<file path="config.mk">
export PLATFORM = sky130hd
export DESIGN_NAME = blockram_initiator
export DESIGN_NICKNAME = d
export VERILOG_FILES = /design/src/rtl/blockram_initiator.sv
export SDC_FILE = /design/constraint.sdc
export NUM_CORES = 1
export LEC_CHECK = 0
export ABC_AREA = 1
export CAP_MARGIN = 20
export CORE_MARGIN = 5
export CORE_UTILIZATION = 16
export DETAILED_ROUTE_END_ITERATION = 10
export PLACE_DENSITY = 0.78
export SLEW_MARGIN = 20
export SYNTH_ARGS = -nofsm -noshare
export SYNTH_HDL_FRONTEND = slang
export SYNTH_SLANG_ARGS = --single-unit
</file>
<file path="constraint.sdc">
create_clock -name clk -period 0.9 [get_ports clk]
set_input_delay 0.09 -clock clk [delete_from_list [all_inputs] [get_ports clk]]
set_output_delay 0.09 -clock clk [all_outputs]
set_load 0.02 [all_outputs]
</file>
<file path="src/rtl/blockram_initiator.sv">
// Requester-side adapter: valid/ready request channel to one NO_CHANGE block RAM port,
// returning one in-order response per request with a single outstanding slot.
module blockram_initiator #(
  parameter int DATA_WIDTH = 32,
  parameter int DATA_DEPTH = 1024,
  parameter int ADDR_WIDTH = 32
) (
  input  logic                          clk,
  input  logic                          reset,
  input  logic                          req_valid,
  output logic                          req_ready,
  input  logic [ADDR_WIDTH-1:0]         req_addr,
  input  logic [DATA_WIDTH/8-1:0]       req_wstrb,
  input  logic [DATA_WIDTH-1:0]         req_wdata,
  output logic                          rsp_valid,
  input  logic                          rsp_ready,
  output logic [DATA_WIDTH-1:0]         rsp_rdata,
  output logic                          rsp_err,
  output logic                          bram_en,
  output logic                          bram_rst,
  output logic [DATA_WIDTH/8-1:0]       bram_we,
  output logic [$clog2(DATA_DEPTH)-1:0] bram_addr,
  output logic [DATA_WIDTH-1:0]         bram_din,
  input  logic [DATA_WIDTH-1:0]         bram_dout
);

  localparam int STRB_W = DATA_WIDTH / 8;
  localparam int OFF_W  = $clog2(STRB_W);
  localparam int RAM_AW = $clog2(DATA_DEPTH);
  localparam logic [ADDR_WIDTH-1:0] DEPTH_LIMIT = ADDR_WIDTH'(DATA_DEPTH);

  logic [ADDR_WIDTH-1:0] word_idx;
  logic                  in_range;
  logic                  accept;
  logic                  rsp_read;

  assign word_idx = req_addr >> OFF_W;
  assign in_range = (word_idx < DEPTH_LIMIT);

  // Request handshake and RAM port drive; the RAM sees only accepted in-range requests.
  always_comb begin
    req_ready = 1'b1;
    accept    = 1'b0;
    bram_en   = 1'b0;
    bram_we   = '0;
    bram_rst  = 1'b0;
    bram_addr = word_idx[RAM_AW-1:0];
    bram_din  = req_wdata;
    if (rsp_valid && !rsp_ready) begin
      req_ready = 1'b0;
    end else begin
      req_ready = 1'b1;
    end
    accept = req_valid && req_ready;
    if (accept && in_range) begin
      bram_en = 1'b1;
      bram_we = req_wstrb;
    end else begin
      bram_en = 1'b0;
      bram_we = '0;
    end
  end

  // Response slot: loads on accept, drains on consume, otherwise holds.
  always_ff @(posedge clk or posedge reset) begin
    if (reset) begin
      rsp_valid <= 1'b0;
      rsp_read  <= 1'b0;
      rsp_err   <= 1'b0;
    end else if (accept) begin
      rsp_valid <= 1'b1;
      rsp_read  <= (req_wstrb == {STRB_W{1'b0}});
      rsp_err   <= !in_range;
    end else if (rsp_valid && rsp_ready) begin
      rsp_valid <= 1'b0;
    end else begin
      rsp_valid <= rsp_valid;
    end
  end

  // NO_CHANGE RAM holds its output while stalled, so read data passes straight through.
  always_comb begin
    if (rsp_valid && rsp_read && !rsp_err) begin
      rsp_rdata = bram_dout;
    end else begin
      rsp_rdata = '0;
    end
  end

endmodule

</file>
==> impl_results.md <==
* Status: finished, violations left
* Failing checks: setup timing
* CTS sink count at 3
* Tcrit/Tclk final at 1.551
* Seq cells post-synth at 3
* IO Port Bufs at 99
* Top_reg_cell synth: dfrtp_1
* Sequential area share after synthesis at 0.09050
* Final core occ at 0.4275
* Total GRT Usage at 0.1055
* Avg Synthesized Cell Area at between 5 and 6 sq um
* Startpoint Class: flop
* Pin count of the biggest net entering global routing at 9
* Initial antenna violation count at 0
* Top-area cell type share of the netlist area at 0.3891
* CTS Buffer Depth at 2
* Final setup fails at 42
* FF-to-FF setup slack at -0.38 ns
* FMAX at about 700 MHz
* Layout Nets at about 340
* Synth area leaders: buf_4 (39%), nor2_1 (22%), inv_1 (19%)
* Worst Hold Class: input pin to asynchronous set/reset pin
* Period minus WS final at between 1 and 1.5 ns
* Placed cell area at 0.001881 sq mm
* Final Hold Fails at 0
* Post-synth top area cell: buf_4
* Vias at about 1100
* CTS clk-pin slew, worst paths at about 0.030 ns
* Post-synthesis simple-gate area fraction at 0.3062
* Remaining DRCs at 0
* Cell repeated most along the worst path: buf_6
* Library cells used by synthesis at 13
* Die Ht at 82.01 um
* DR WL/cell at 12.58 um
* Vias in the first global route at about 1100
* Initial Util at 0.1635
* Via density at ~3.7
* Setup CP Type: flop to primary output
* RSZ-0062 raised after global routing: yes
* H-tree levels at 1
* Row count at 26
* Post-Synth XOR/XNOR Area at 0
* Slowest-stage cell, CP: dfrtp_2
* Worst EP arrival at 1.31 ns
* Power, Total at around 1.0 mW
* Post-Syn Area at just over 800 sq um
* Syn_nets at 259
* Most instantiated cells after synthesis: nor2_1 (48), buf_4 (43), inv_1 (41), nand2_1 (9)
* Critical Path End: rsp_rdata[14]
* Main combinational cell family by area after synthesis: buffers and inverters
* Gate Count Post-Synth at approximately 160
* Fin Hold WS at roughly 0.043 ns
* CP max FO at 8
* Core area at just over 0.005 sq mm
* First-pass detailed-route iteration total at 4
* Routed wire length at roughly 3800 um
* Met3 usage at 0.06908
* RD Place Congestion at 0.6812
* TritonCTS buffer count at 3
* Post-Layout Cell Count at 300
* Cts hold-fix bufs at 0
* Clk_lat worst skew at roughly 0.22 ns
* Multiplexer share of the synthesized area at 0
* Warnings, synthesis at 0
* TritonCTS clock tree: done
* Reg2reg start: rsp_valid
* Iter 0 DRT Violations at 12
* Global-route wire length before repair at between 5000 and 6000 um
* Cell chain of the critical path: buf_6, nand3_4, buf_6, nor2_4, buf_6
* Worst reg2reg path depth at 8
* Max-slew violations at 0
* Grt ovf at 0
* Crit end category: primary output
* Die width at a little over 80 um
* Root Driver: clkbuf_8
* Post-synth ARST share at 1.000
* Die area at 0.006725 sq mm
* Design area at ~0.0022 sq mm
* DRT antenna net count at 0
* Complex-gate fraction of the synthesized area at 0.006033
* Share of layout cells above drive strength 1 at 0.4826
* PwrDens at about 470 mW/mm^2
* Placed cells at around 290
* Most used routing layer: met2
* Most frequent cell after synthesis: nor2_1
* Final setup margin at -0.4962 ns
* IO Pins at 187
* FILL cells at a little under 500
* Max-cap violations at 0
* Area delta synth->final at 161.5%
* Worst r2r dst: rsp_err
* Diode count at 0
* Met2 usage at 0.1874
* Layout Skew at about 0.00011 ns
* Static leakage at 0.9917 nW
* M1 GR Usage at 0.09585
* Worst vdd ir at 0.2183 mV
* Crit path from: rsp_valid
* EDFF count, synth at 0
* Synth Area in Adders at 0
* CP max stage delay at between 0.4 and 0.5 ns
* HPWL after DPL at 2781 um
* CP required at 0.81 ns
-- critical path, delay by kind of cell, from the launching register on --
family	cells	cell delay [ns]
buffers and inverters	3	0.49
DFF	1	0.42
and+or+nand+nor	2	0.18
-- repair_timing --
action,CTS,global route
gates resized for setup,261,20
pin swaps,3,5
setup endpoints to repair,42,42
setup buffers,5,5
gates cloned,3,0
-- stage by stage --
| stage | setup TNS, ns | worst slack, ns |
|---|---|---|
| global placement | -28.68 | -0.9745 |
| global route | -19.62 | -0.5468 |
| floorplan | -9.112 | -0.2879 |
| finish | -17.58 | -0.4962 |
| detailed placement | -29.30 | -0.9972 |
| CTS | -19.39 | -0.5481 |
-- layer usage --
layer,part of all wire,routed length (um),up-vias
met5,0,0,-
met4,0.016,59,0
met3,0.16,587,12
met2,0.53,2005,85
met1,0.30,1121,475
li1,-,-,531
-- cell usage in the layout, fill, tap and decap left out, types with 2 or more instances in the layout --
cell type and count:
clkdlybuf4s50_1 59, nand2_1 7, nand2_4 2, dfrtp_2 2, nor2_2 2, buf_4 9
clkbuf_8 3, buf_6 47, nand2_2 2, inv_2 3, nand3_4 2, inv_1 38
nor2_4 37, buf_12 2, nor2_1 10
-- final cells by class --
class | instances | area [sq um] | share of cell area
Inverter | 41 | 153.9 | 0.07093
Tap cell | 70 | 87.58 | 0.04037
Clock buffer | 4 | 45.04 | 0.02076
Sequential cell | 3 | 77.57 | 0.03576
Timing Repair Buffer | 117 | 1227 | 0.5657
Multi-Input combinational cell | 65 | 578.1 | 0.2664
-- cells by family after synthesis --
group,count (synthesis)
flops,3
other cells,1
compound gates,1
buf+inv,87
simple gates,63
-- state kept, by name (all words and copies together) (netlist names) --
| name | count |
|---|---|
| rsp_read | 1 |
| rsp_err | 1 |
| rsp_valid | 1 |
-- how the worst min path moves through the flow --
| stage | endpoint | depth (start not counted) |
|---|---|---|
| after global routing | rsp_err | 2 |
| after CTS | rsp_err | 2 |
| after floorplan | rsp_read | 1 |
| after detailed placement | bram_addr[8] | 0 |
| after global placement | bram_addr[8] | 0 |
| final | rsp_read | 2 |
-- where the power goes --
group          switching (mW)  internal [mW]  leakage [nW]
Sequential            0.00816          0.144        0.0327
Clock                  0.0929          0.302        0.0228
Combinational           0.167          0.310         0.936
(Power assumes the default switching activity.)
